===== config.mk =====
export PLATFORM = sky130hd
export DESIGN_NAME = io_sequencer
export DESIGN_NICKNAME = d
export VERILOG_FILES = /design/src/rtl/io_sequencer.sv
export SDC_FILE = /design/constraint.sdc
export NUM_CORES = 1
export LEC_CHECK = 0
export ABC_AREA = 1
export CAP_MARGIN = 20
export CORE_ASPECT_RATIO = 0.8
export CORE_MARGIN = 4
export CORE_UTILIZATION = 42
export CTS_BUF_LIST = sky130_fd_sc_hd__clkbuf_4
export CTS_CLUSTER_SIZE = 10
export DETAILED_ROUTE_END_ITERATION = 10
export PLACE_DENSITY = 0.82
export SETUP_SLACK_MARGIN = 0.1
export SLEW_MARGIN = 40
export SYNTH_ARGS = -nofsm -noshare
export SYNTH_HDL_FRONTEND = slang
export SYNTH_SLANG_ARGS = --single-unit

===== constraint.sdc =====
create_clock -name Clock -period 1.5 [get_ports Clock]
set_input_delay 0.3 -clock Clock [delete_from_list [all_inputs] [get_ports Clock]]
set_output_delay 0.3 -clock Clock [all_outputs]
set_load 0.01 [all_outputs]

===== src/rtl/io_sequencer.sv =====
// io_sequencer: multi-cycle controller for the IN, OUT and HALT instructions.
//   Stalls the PC while an IN waits for an operator Set press, captures the switch
//   bank onto the write-back path, latches OUT data for the display and parks the
//   core on HALT until Set is pressed.
//
// Optional feature: define IO_TIMEOUT_EN to give WAIT_IN a timeout of TIMEOUT_CYCLES
//   cycles. On expiry DataIO is cleared and the sticky Timeout flag is raised.
//   Without it, WAIT_IN waits indefinitely and Timeout is tied low.
//
// Ports:
//   Clock        in   system clock (divided processor clock)
//   Reset        in   synchronous, active-high reset
//   IoReq        in   current instruction is IN or OUT (level)
//   IoDir        in   0 = IN, 1 = OUT
//   Halt         in   current instruction is HALT (level)
//   Set          in   debounced operator button (level)
//   Switches     in   operator input value
//   OutData      in   register-file read data for OUT
//   BlockSystem  out  PC/write stall, combinational from state and inputs
//   DataIO       out  captured switch value (registered)
//   Output       out  latched OUT value (registered)
//   OutValid     out  one-cycle pulse when Output is updated
//   WaitingInput out  high in WAIT_IN
//   Halted       out  high in HALTED
//   Timeout      out  sticky timeout flag
module io_sequencer #(
   parameter int unsigned SW_WIDTH        = 13,
   parameter int unsigned DATA_WIDTH      = 32,
   parameter int unsigned OUT_HOLD_CYCLES = 2,
   parameter int unsigned TIMEOUT_CYCLES  = 1000
) (
   input  logic                  Clock,
   input  logic                  Reset,
   input  logic                  IoReq,
   input  logic                  IoDir,
   input  logic                  Halt,
   input  logic                  Set,
   input  logic [SW_WIDTH-1:0]   Switches,
   input  logic [DATA_WIDTH-1:0] OutData,
   output logic                  BlockSystem,
   output logic [DATA_WIDTH-1:0] DataIO,
   output logic [DATA_WIDTH-1:0] Output,
   output logic                  OutValid,
   output logic                  WaitingInput,
   output logic                  Halted,
   output logic                  Timeout
);

   typedef enum logic [2:0] {
      StIdle,
      StWaitIn,
      StRelease,
      StOutHold,
      StHalted
   } state_e;

   // The detect cycle counts as the first OUT cycle, so the hold counter starts one lower.
   localparam bit        HoldEn   = (OUT_HOLD_CYCLES != 0);
   localparam logic [7:0] HoldInit = HoldEn ? 8'(OUT_HOLD_CYCLES - 1) : 8'd0;

   state_e                state_q, state_d;
   logic                  set_q;
   logic                  set_rise;
   logic [7:0]            hold_q, hold_d;
   logic [DATA_WIDTH-1:0] data_io_q, data_io_d;
   logic [DATA_WIDTH-1:0] output_q, output_d;
   logic                  out_valid_q, out_valid_d;
   logic [DATA_WIDTH-1:0] sw_ext;

`ifdef IO_TIMEOUT_EN
   localparam logic [31:0] ToLast = 32'(TIMEOUT_CYCLES - 1);
   logic [31:0] to_cnt_q, to_cnt_d;
   logic        timeout_q, timeout_d;
`endif

   // set_q resets high so a button already held through reset is not seen as a press.
   assign set_rise = Set & ~set_q;

   always_comb begin
      sw_ext                = '0;
      sw_ext[SW_WIDTH-1:0]  = Switches;
   end

   always_comb begin
      state_d      = state_q;
      hold_d       = hold_q;
      data_io_d    = data_io_q;
      output_d     = output_q;
      out_valid_d  = 1'b0;
      BlockSystem  = 1'b0;
      WaitingInput = 1'b0;
      Halted       = 1'b0;
`ifdef IO_TIMEOUT_EN
      to_cnt_d     = to_cnt_q;
      timeout_d    = timeout_q;
`endif

      case (state_q)
         StIdle: begin
            // Set edges here are dropped: an IN always needs a fresh press in WAIT_IN.
            if (Halt) begin
               BlockSystem = 1'b1;
               state_d     = StHalted;
            end else if (IoReq && !IoDir) begin
               BlockSystem = 1'b1;
               state_d     = StWaitIn;
`ifdef IO_TIMEOUT_EN
               to_cnt_d    = '0;
               timeout_d   = 1'b0;
`endif
            end else if (IoReq && IoDir) begin
               output_d    = OutData;
               out_valid_d = 1'b1;
               if (HoldEn) begin
                  BlockSystem = 1'b1;
                  hold_d      = HoldInit;
                  state_d     = StOutHold;
               end
            end
         end

         StWaitIn: begin
            BlockSystem  = 1'b1;
            WaitingInput = 1'b1;
            if (set_rise) begin
               data_io_d = sw_ext;
               state_d   = StRelease;
            end
`ifdef IO_TIMEOUT_EN
            else if (to_cnt_q == ToLast) begin
               data_io_d = '0;
               timeout_d = 1'b1;
               state_d   = StRelease;
            end else begin
               to_cnt_d = to_cnt_q + 32'd1;
            end
`endif
         end

         // One unstalled cycle lets the PC advance and the register file take DataIO.
         StRelease: begin
            state_d = StIdle;
         end

         StOutHold: begin
            if (hold_q != 8'd0) begin
               BlockSystem = 1'b1;
               hold_d      = hold_q - 8'd1;
            end else begin
               state_d = StIdle;
            end
         end

         StHalted: begin
            BlockSystem = 1'b1;
            Halted      = 1'b1;
            if (set_rise) begin
               state_d = StRelease;
            end
         end

         default: begin
            state_d = StIdle;
         end
      endcase
   end

   always_ff @(posedge Clock) begin
      if (Reset) begin
         state_q     <= StIdle;
         set_q       <= 1'b1;
         hold_q      <= '0;
         data_io_q   <= '0;
         output_q    <= '0;
         out_valid_q <= 1'b0;
      end else begin
         state_q     <= state_d;
         set_q       <= Set;
         hold_q      <= hold_d;
         data_io_q   <= data_io_d;
         output_q    <= output_d;
         out_valid_q <= out_valid_d;
      end
   end

`ifdef IO_TIMEOUT_EN
   always_ff @(posedge Clock) begin
      if (Reset) begin
         to_cnt_q  <= '0;
         timeout_q <= 1'b0;
      end else begin
         to_cnt_q  <= to_cnt_d;
         timeout_q <= timeout_d;
      end
   end

   assign Timeout = timeout_q;
`else
   logic unused_timeout_cfg;
   assign unused_timeout_cfg = ^TIMEOUT_CYCLES;
   assign Timeout            = 1'b0;
`endif

   assign DataIO   = data_io_q;
   assign Output   = output_q;
   assign OutValid = out_valid_q;

endmodule


==> flow_summary.json <==
{
  "core_mm2": 0.00591,
  "reg2reg_from": "state_q[1]",
  "hold_viol_final": 0,
  "dp_cells": 550,
  "wl_um": 11200,
  "path_class": "flip-flop to output port",
  "cap_violations": 0,
  "grt_max_degree": 41,
  "avgViaCountPerCell": 5.33,
  "hold_slack_ps": 476,
  "power_density_mw_per_mm2": 1150,
  "avgSynthCellArea_um2": 7.25,
  "required_ps": 1200,
  "dp_hpwl_um": 5040,
  "final_util_pct": 78.8,
  "critPathLaunchType": "flip-flop",
  "synth_area_mm2": 0.00255,
  "min_period_ps": 1800,
  "fmax_mhz": 555,
  "dieArea_mm2": 0.00740,
  "cts.sink_count": 58,
  "grt_util_all_layers_pct": 24.9,
  "maxSlewViolCount": 0,
  "max-clock-path-buffers": 2,
  "path_max_fanout": 2,
  "cts_tree": "built",
  "place.gp.congestion": 0.812,
  "ys_ff_latch": 58,
  "yosys_warnings": 0,
  "ant_nets": 0,
  "dr_wl_met3_um": 751,
  "drc": 0,
  "hp-start": "Switches[0]",
  "stdcell_count": 588,
  "pre_cts_ws_ps": -297,
  "synthCells": 352,
  "setup_slack_ps": -301,
  "dieHeight_um": 77.7,
  "cpPeakStageDelay_ps": 340,
  "min_to": "DataIO[0]",
  "fin_crit_sh_pct": 120,
  "wl_per_cell_um": 19.0,
  "fin_skew_ps": 22.5,
  "grt_pass1_wl_um": 14100,
  "final_nets": 556,
  "rr_endpoint": "Output[20]",
  "cp-end-kind": "output port",
  "arrival_ps": 1500,
  "initial_core_util_pct": 43.2,
  "setup_viol": 48,
  "die_w_um": 95.2,
  "slowest_stage": "dfxtp_1",
  "violations": "negative setup slack",
  "row_count": 25,
  "crit_chain": "nor2_2 -> nand2_4 -> nor2_4 -> nor2_2 -> nor2_1 -> nand2_1 -> buf_2",
  "root_buffer": "clkbuf_4",
  "wl_met1_um": 4060,
  "r2r_cells": 9,
  "ir_worst_vdd_uv": 936,
  "cp_num_buf_inv": 1,
  "wl_met2_um": 5710,
  "p_leak_nw": 2.16,
  "antenna_found_initial": 0,
  "drive_gt1_share_pct": 36.3,
  "n_antenna_cell": 0,
  "numCtsBuffers": 9,
  "highest_layer": "met4",
  "dr.pass1.iters": 5,
  "io_buffers": 99,
  "critPathTopFamily": "simple AND/OR/NAND/NOR gates",
  "cpMostUsedCell": "nor2_2",
  "io_pins": 120,
  "synth.yosys.seq_area_share_pct": 45.5,
  "status": "complete, but fails checks",
  "min_path_type": "input pin to flip-flop",
  "grt-ovfl-total": 0,
  "cts_max_level": 3,
  "r2r_slack_ps": -250,
  "rsz0062_at_grt": "true",
  "grt_pass1_vias": 2892,
  "area_delta_synth_final_pct": 82.3,
  "synthDistinctLibCells": 26,
  "clk_pin_slew_worst_paths_ps": 110,
  "hold_depth": 3,
  "insertion_delay_ps": 420,
  "drtIter0Drc": 223,
  "cp_num_cells": 7,
  "vias": 3136
}
layout by cell type (no fill, tap or decap), types with 5 or more instances in the layout:
| cell | count |
|---|---|
| buf_12 | 8 |
| buf_16 | 6 |
| buf_4 | 31 |
| buf_6 | 10 |
| clkbuf_4 | 10 |
| clkdlybuf4s15_1 | 6 |
| clkdlybuf4s50_1 | 50 |
| conb_1 | 20 |
| dfxtp_1 | 49 |
| dfxtp_2 | 7 |
| dlygate4sd2_1 | 36 |
| inv_1 | 8 |
| inv_2 | 6 |
| nand2_1 | 22 |
| nand2_2 | 5 |
| nand2_4 | 8 |
| nor2_1 | 83 |
| nor2_2 | 27 |
| nor2_4 | 18 |
| o21ai_0 | 18 |
| o21ai_1 | 16 |
| o21ai_2 | 14 |
cells in the mapped netlist:
cell type / number / area share (%)
nor2_1: 123 / 18
dfxtp_1: 58 / 45
o21ai_0: 46 / 9.0
nand2_1: 31 / 4.6
buf_4: 24 / 7.1
inv_1: 12 / 1.8
inv_2: 8 / 1.2
nand3_1: 7 / 1.4
clkbuf_1: 5 / 0.74
o21ai_1: 5 / 0.98
a21oi_1: 4 / 0.78
buf_2: 4 / 0.78
nand2_2: 4 / 0.98
nor2_2: 3 / 0.74
buf_6: 2 / 0.88
ha_1: 2 / 0.98
nand3_2: 2 / 0.78
nand4_1: 2 / 0.49
nor2_4: 2 / 0.88
o21bai_1: 2 / 0.59
and3_1: 1 / 0.25
conb_1: 1 / 0.15
nand2_4: 1 / 0.44
nor3_1: 1 / 0.20
o21ai_4: 1 / 0.64
or2_2: 1 / 0.25
kinds of logic after synthesis:
family          Yosys count  share of synthesized area [%]
simple gates            178                           29.0
fa+ha+maj                 2                          0.980
buf+inv                  55                           12.4
other cells               1                          0.147
compound gates           58                           12.0
flops                    58                           45.5
per-layer routing:
metal  GRT usage (%)  up-vias
li1                -     1382
met3            7.07       76
met4            11.4        0
met1            28.0     1471
met5               0        -
met2            43.0      207
stage by stage:
stage          instance area (µm²)  setup TNS (ps)  power, W
6_report                      4660           -5850   0.00537
3_5_place_dp                  3770          -12090   0.00356
2_1_floorplan                 2630               0   0.00272
3_3_place_gp                  3770           -9990   0.00349
5_1_grt                       4660           -8220   0.00560
4_1_cts                       4270           -2620   0.00472
registers in the layout (all words and copies together), names as in the netlist:
register / cells
set_q: 1
OutValid: 1
hold_q: 8
DataIO: 13
state_q: 3
Output: 32
power by group:
group,leakage [nW],switching (W),internal (W)
clock network,0.0609,0.000609,0.000331
registers,0.475,0.000166,0.00172
logic,1.63,0.00134,0.00120
total,2.16,0.00212,0.00325
worst max-delay path by stage:
stage               from  slack (ps)           to
4_1_cts        hold_q[0]        -280  BlockSystem
2_1_floorplan  hold_q[0]         200  BlockSystem
3_5_place_dp       IoReq        -300  BlockSystem
5_1_grt        hold_q[1]        -390  BlockSystem
3_3_place_gp       IoReq        -280  BlockSystem
6_report       hold_q[6]        -300  BlockSystem
worst min-delay path: stages:
cell             delay (ps)
clkdlybuf4s50_1         390
nor2_1                  100
nor2_1                   50
repair_timing:
item | 4_1_cts | 5_1_grt
buffers inserted | 9 | 7
hold buffers | 0 | 0
cloned | 8 | 0
pin swaps | 15 | 55
setup endpoints to repair | 88 | 70
resized for setup | 124 | 127
cell type report:
class	instances	area, µm²
clock inverters	5	22.5
fillers	329	1260
clock buffers	10	75.1
well taps	81	101
flip-flops and latches	58	1180
multi-input cells	260	1580
inverters	20	103
repair buffers	154	1600
Power figures use the tool's default switching activity.
